## src/rtl/lsu_pkg.sv

```systemverilog
// Shared definitions for the load/store unit: data width, access-size
// encodings and the FSM state type.
package lsu_pkg;

    localparam int unsigned XLEN = 64;

    localparam logic [1:0] SZ_B = 2'b00;
    localparam logic [1:0] SZ_H = 2'b01;
    localparam logic [1:0] SZ_W = 2'b10;
    localparam logic [1:0] SZ_D = 2'b11;

    typedef enum logic [2:0] {
        S_IDLE,
        S_RD,
        S_WAIT,
        S_WR,
        S_RESP
    } lsu_state_e;

endpackage

```

## src/rtl/lsu_align.sv

```systemverilog
// Combinational data alignment for the load/store unit.
// Ports:
//   size        access size (SZ_B/SZ_H/SZ_W/SZ_D)
//   is_unsigned zero-extend loads instead of sign-extending
//   read_data   doubleword returned by the memory
//   wdata       store data (low bytes significant below double)
//   load_c      extended load value
//   store_c     read-modify-write merged doubleword
module lsu_align
    import lsu_pkg::*;
(
    input  logic [1:0]      size,
    input  logic            is_unsigned,
    input  logic [XLEN-1:0] read_data,
    input  logic [XLEN-1:0] wdata,
    output logic [XLEN-1:0] load_c,
    output logic [XLEN-1:0] store_c
);

    // Fill bit for the upper part of a narrow load.
    logic fill_b;
    logic fill_h;
    logic fill_w;

    assign fill_b = ~is_unsigned & read_data[7];
    assign fill_h = ~is_unsigned & read_data[15];
    assign fill_w = ~is_unsigned & read_data[31];

    always_comb begin
        load_c  = read_data;
        store_c = wdata;
        case (size)
            SZ_B: begin
                load_c  = {{56{fill_b}}, read_data[7:0]};
                store_c = {read_data[63:8], wdata[7:0]};
            end
            SZ_H: begin
                load_c  = {{48{fill_h}}, read_data[15:0]};
                store_c = {read_data[63:16], wdata[15:0]};
            end
            SZ_W: begin
                load_c  = {{32{fill_w}}, read_data[31:0]};
                store_c = {read_data[63:32], wdata[31:0]};
            end
            default: begin
                load_c  = read_data;
                store_c = wdata;
            end
        endcase
    end

endmodule

```

## src/rtl/load_store_unit.sv

```systemverilog
// Data-memory master: takes one load/store request at a time, runs the
// memory read / write cycles (read-modify-write for narrow stores),
// extends load data and reports out-of-range faults.
// Ports:
//   clk, rst_n                      clock, async active-low reset
//   req_valid/req_ready             request handshake (accepted in IDLE)
//   req_we, req_size, req_unsigned  request kind
//   req_addr, req_wdata             byte address, store data
//   resp_valid, resp_rdata, resp_fault  one-cycle response
//   Mem_Addr, Write_Data, MemWrite, MemRead, Read_Data  memory port
module load_store_unit
    import lsu_pkg::*;
#(
    parameter int unsigned MEM_BYTES = 64
) (
    input  logic            clk,
    input  logic            rst_n,
    input  logic            req_valid,
    output logic            req_ready,
    input  logic            req_we,
    input  logic [1:0]      req_size,
    input  logic            req_unsigned,
    input  logic [XLEN-1:0] req_addr,
    input  logic [XLEN-1:0] req_wdata,
    output logic            resp_valid,
    output logic [XLEN-1:0] resp_rdata,
    output logic            resp_fault,
    output logic [XLEN-1:0] Mem_Addr,
    output logic [XLEN-1:0] Write_Data,
    output logic            MemWrite,
    output logic            MemRead,
    input  logic [XLEN-1:0] Read_Data
);

    localparam logic [XLEN-1:0] MAX_ADDR = XLEN'(MEM_BYTES - 8);

    lsu_state_e      state, state_nxt;
    logic            we_q, we_nxt;
    logic [1:0]      size_q, size_nxt;
    logic            uns_q, uns_nxt;
    logic [XLEN-1:0] wdata_q, wdata_nxt;

    logic            ready_nxt, rd_nxt, wr_nxt, rvalid_nxt, fault_nxt;
    logic [XLEN-1:0] addr_nxt, wd_nxt, rdata_nxt;

    logic [XLEN-1:0] load_c;
    logic [XLEN-1:0] store_c;

    lsu_align u_align (
        .size        (size_q),
        .is_unsigned (uns_q),
        .read_data   (Read_Data),
        .wdata       (wdata_q),
        .load_c      (load_c),
        .store_c     (store_c)
    );

    // State and all output registers; outputs are loaded from their
    // next-cycle values so each strobe lines up with its state.
    always_ff @(posedge clk or negedge rst_n) begin
        if (!rst_n) begin
            state      <= S_IDLE;
            we_q       <= 1'b0;
            size_q     <= SZ_B;
            uns_q      <= 1'b0;
            wdata_q    <= '0;
            req_ready  <= 1'b1;
            MemRead    <= 1'b0;
            MemWrite   <= 1'b0;
            Mem_Addr   <= '0;
            Write_Data <= '0;
            resp_valid <= 1'b0;
            resp_fault <= 1'b0;
            resp_rdata <= '0;
        end else begin
            state      <= state_nxt;
            we_q       <= we_nxt;
            size_q     <= size_nxt;
            uns_q      <= uns_nxt;
            wdata_q    <= wdata_nxt;
            req_ready  <= ready_nxt;
            MemRead    <= rd_nxt;
            MemWrite   <= wr_nxt;
            Mem_Addr   <= addr_nxt;
            Write_Data <= wd_nxt;
            resp_valid <= rvalid_nxt;
            resp_fault <= fault_nxt;
            resp_rdata <= rdata_nxt;
        end
    end

    // Next-state and next-output decode.
    always_comb begin
        state_nxt  = state;
        we_nxt     = we_q;
        size_nxt   = size_q;
        uns_nxt    = uns_q;
        wdata_nxt  = wdata_q;
        ready_nxt  = 1'b0;
        rd_nxt     = 1'b0;
        wr_nxt     = 1'b0;
        addr_nxt   = Mem_Addr;
        wd_nxt     = Write_Data;
        rvalid_nxt = 1'b0;
        fault_nxt  = 1'b0;
        rdata_nxt  = resp_rdata;

        case (state)
            S_IDLE: begin
                if (req_valid) begin
                    we_nxt    = req_we;
                    size_nxt  = req_size;
                    uns_nxt   = req_unsigned;
                    wdata_nxt = req_wdata;
                    if (req_addr > MAX_ADDR) begin
                        state_nxt  = S_RESP;
                        rvalid_nxt = 1'b1;
                        fault_nxt  = 1'b1;
                    end else begin
                        addr_nxt = req_addr;
                        // A full doubleword store needs no merge read.
                        if (req_we && req_size == SZ_D) begin
                            state_nxt = S_WR;
                            wr_nxt    = 1'b1;
                            wd_nxt    = req_wdata;
                        end else begin
                            state_nxt = S_RD;
                            rd_nxt    = 1'b1;
                        end
                    end
                end else begin
                    ready_nxt = 1'b1;
                end
            end
            S_RD: begin
                state_nxt = S_WAIT;
            end
            S_WAIT: begin
                if (we_q) begin
                    state_nxt = S_WR;
                    wr_nxt    = 1'b1;
                    wd_nxt    = store_c;
                end else begin
                    state_nxt  = S_RESP;
                    rvalid_nxt = 1'b1;
                    rdata_nxt  = load_c;
                end
            end
            S_WR: begin
                state_nxt  = S_RESP;
                rvalid_nxt = 1'b1;
            end
            S_RESP: begin
                state_nxt = S_IDLE;
                ready_nxt = 1'b1;
            end
            default: begin
                state_nxt = S_IDLE;
                ready_nxt = 1'b1;
            end
        endcase
    end

endmodule

```

## config.mk

```make
export PLATFORM = sky130hd
export DESIGN_NAME = load_store_unit
export DESIGN_NICKNAME = d
export VERILOG_FILES = /design/src/rtl/lsu_pkg.sv /design/src/rtl/lsu_align.sv /design/src/rtl/load_store_unit.sv
export SDC_FILE = /design/constraint.sdc
export NUM_CORES = 1
export LEC_CHECK = 0
export BUFFER_PORTS_ARGS = -buffer_cell sky130_fd_sc_hd__clkbuf_2
export CAP_MARGIN = 20
export CORE_AREA = 2 2 153 155
export DETAILED_ROUTE_END_ITERATION = 16
export DIE_AREA = 0 0 155 157
export HOLD_SLACK_MARGIN = 0.12
export PLACE_DENSITY = 0.84
export SLEW_MARGIN = 0
export SYNTH_ARGS = -nofsm -noshare
export SYNTH_HDL_FRONTEND = slang
export SYNTH_HIERARCHICAL = 1
export SYNTH_SLANG_ARGS = --single-unit
```

## constraint.sdc

```tcl
create_clock -name clk -period 6.7 [get_ports clk]
set_input_delay 0.335 -clock clk [delete_from_list [all_inputs] [get_ports clk]]
set_output_delay 0.335 -clock clk [all_outputs]
set_load 0.02 [all_outputs]
```

==> results.sh <==
export IMPL_vias=9059
export IMPL_ys_top_cells_by_area="dfrtp_1, mux2_2, mux2_1"
export IMPL_path_buf_inv=1
export IMPL_slowest_delay_ns=0.81
export IMPL_synth_top_area_share_pct=54.67
export IMPL_ys_warn_count=6
export IMPL_clock_sinks=268
export IMPL_grt_pass1_wl_mm=52.14
export IMPL_rsz0062_at_grt="no"
export IMPL_outcome="finished clean"
export IMPL_die_width_um=155
export IMPL_core_area_um2=22500
export IMPL_grt_antenna_before_repair=3
export IMPL_track_usage_pct=27.26
export IMPL_r2r_start="state[1]"
export IMPL_post_cts_resized=0
export IMPL_gp_congestion=0.8113
export IMPL_path_cells="nor3b_2 > buf_4 > mux2_2 > mux2_1"
export IMPL_placementRows=55
export IMPL_worst_pin_slew_ns=1.101
export IMPL_hold_path_depth=4
export IMPL_grt_start_max_net_pins=161
export IMPL_cp_end_kind="flip-flop"
export IMPL_final_max_slew_viol_count=0
export IMPL_finalCritPeriodShare_pct=44.67
export IMPL_power_density_nw_per_um2=243.9
export IMPL_areaGrowthSynthToFinish_pct=30.69
export IMPL_total_power_mw=3.896
export IMPL_tritoncts="yes"
export IMPL_syn_num_nets=1091
export IMPL_ys_seq_area_share_pct=54.88
export IMPL_critical_path_slowest_cell="buf_4"
export IMPL_ys_seq_elements=268
export IMPL_syn_cell_area_um2=12220
export IMPL_critPathTopFamily="buffers and inverters"
export IMPL_synth_ff_type="dfrtp_1"
export IMPL_critPathKind="flip-flop to flip-flop"
export IMPL_route_antenna_remaining_nets=0
export IMPL_yosysTopAreaCell="dfrtp_1"
export IMPL_holdPathEnd="resp_rdata[22]"
export IMPL_skew_ns=0.01112
export IMPL_start_util_pct=54.31
export IMPL_post_dp_hpwl_mm=21.21
export IMPL_clkTransAtPathRegs_ns=0.07
export IMPL_clockBufferDepth=3
export IMPL_layout_commonest_cell="clkbuf_2"
export IMPL_viasPerCell=5.537
export IMPL_grt_overflow_total=0
export IMPL_cts_made_buffers=28
export IMPL_drc=0
export IMPL_cts_setup_buffers=0
export IMPL_first_pass_iters=5
export IMPL_ff2ff_path_depth=4
export IMPL_cp_arrival_ns=3.40
export IMPL_cp_max_fo=56
export IMPL_wl_per_cell_um=20.52
export IMPL_period_needed_ns=2.993
export IMPL_tns_ns=0
export IMPL_final_cell_count_no_fill=1636
export IMPL_place_inst=1497
export IMPL_root_buffer="clkbuf_16"
export IMPL_fp_dieH_um=157
export IMPL_synth_edff_count=0
export IMPL_p_leak_nw=7.841
export IMPL_port_buffers=395
export IMPL_ir_drop_mv=0.2819
export IMPL_h_tree_depth=1
export IMPL_holdWs_ns=0.1467
export IMPL_drive_gt1_share_pct=54.42
export IMPL_cap_violations=0
export IMPL_timing_rr_end="Write_Data[45]"
export IMPL_synthesis_instances=892
export IMPL_die_area_um2=24340
export IMPL_start_kind="flip-flop"
export IMPL_synth_async_reset_ratio_pct=100.0
export IMPL_drt_iter0_markers=485
export IMPL_setup_violations=0
export IMPL_ioPinCount=396
export IMPL_synth_avg_cell_area_um2=13.70
export IMPL_layout_nets=1525
export IMPL_slew_headroom_pct=26.59
export IMPL_wirelength_mm=33.57
export IMPL_required_ns=7.11
export IMPL_grt_pass1_vias=9451
export IMPL_reg2reg_slack_ns=3.71
export IMPL_hold_path_class="primary input to flip-flop"
export IMPL_yosysUniqueCellTypes=43
export IMPL_clk_latency_ns=0.54
export IMPL_hp_start="Read_Data[22]"
export IMPL_hold_viol_final=0
export IMPL_fmax_mhz=334.1
export IMPL_final_cell_mix="clkbuf_2, dfrtp_1, mux2_2"
timing repair:
action / in CTS / in global routing
hold buffers: 84 / 0
setup endpoints to repair: 0 / 0
endpoints found under the hold margin: 191 / 0
routing by layer:
metal / track usage, % / part of all wire (%)
met5: 0 / 0
met4: 11.90 / 4.2
met3: 5.975 / 7.4
met2: 45.90 / 49
met1: 34.11 / 40
worst register-to-register path, delay by kind of cell, from the launching register on:
kind,cells,cell delay [ns]
buffers and inverters,1,0.81
flip-flops,1,0.50
multiplexers,2,0.78
AND/OR/NAND/NOR,1,0.78
final cells by class:
type,instances,area [um^2]
Sequential cell,268,6710
Fill cell,1478,6530
Multi-Input combinational cell,540,5030
Timing Repair Buffer,487,2900
Clock buffer,38,819.5
Tap cell,285,356.6
Clock inverter,13,142.6
Antenna cell,4,10.01
Inverter,1,3.754
worst max path at each step:
stage | from | endpoint | slack [ns] | cells after the start
after global placement | req_addr[19] | Mem_Addr[2] | 3.74 | 6
after CTS | state[1] | Write_Data[45] | 3.71 | 4
final | state[1] | Write_Data[45] | 3.71 | 4
after global routing | state[1] | Write_Data[45] | 3.54 | 4
after floorplan | req_addr[35] | Write_Data[14] | 4.52 | 7
after detailed placement | req_addr[19] | Mem_Addr[5] | 3.67 | 6
cell usage after synthesis (3+ instances only):
library cell	n
a21o_1	8
a21oi_1	3
and2_1	59
buf_2	21
buf_4	17
buf_6	8
buf_8	5
clkbuf_1	32
dfrtp_1	267
mux2_1	56
mux2_2	263
nand2_1	19
nand3_1	35
nand4_1	3
nor2_1	4
nor4_1	12
o211ai_1	32
o21ai_0	18
stage by stage:
step                worst slack [ns]  area [um^2]  utilization, %
floorplan                      4.524        12220               -
global placement               3.740        14160           62.92
detailed placement             3.670        14160           62.92
CTS                            3.709        15960           70.94
global route                   3.542        15970           70.97
finish                         3.707        15970           70.98
kinds of logic (layout without fill, tap and decap cells):
| family | count (synthesis) | count (layout) | share of synthesized area [%] |
|---|---|---|---|
| other | 0 | 4 | 0 |
| AND/OR/NAND/NOR | 151 | 151 | 7.279 |
| multiplexers | 322 | 322 | 29.72 |
| AO/OA/AOI/OAI | 67 | 67 | 3.849 |
| flip-flops | 268 | 268 | 54.88 |
| buffers and inverters | 84 | 539 | 4.269 |
sequential cells by signal, summed over array words and instances, names as in the netlist:
register and cells:
resp_fault 1, MemRead 1, size_q 2, uns_q 1
req_ready 1, resp_rdata 64, MemWrite 1, we_q 1
Write_Data 64, wdata_q 64, state 3, Mem_Addr 64
resp_valid 1
report_power, final:
| part | switching [mW] | internal, mW |
|---|---|---|
| clock | 0.669 | 0.940 |
| combinational | 0.261 | 0.267 |
| sequential | 0.0579 | 1.70 |
| total | 0.988 | 2.91 |
Power figures use the tool's default switching activity.
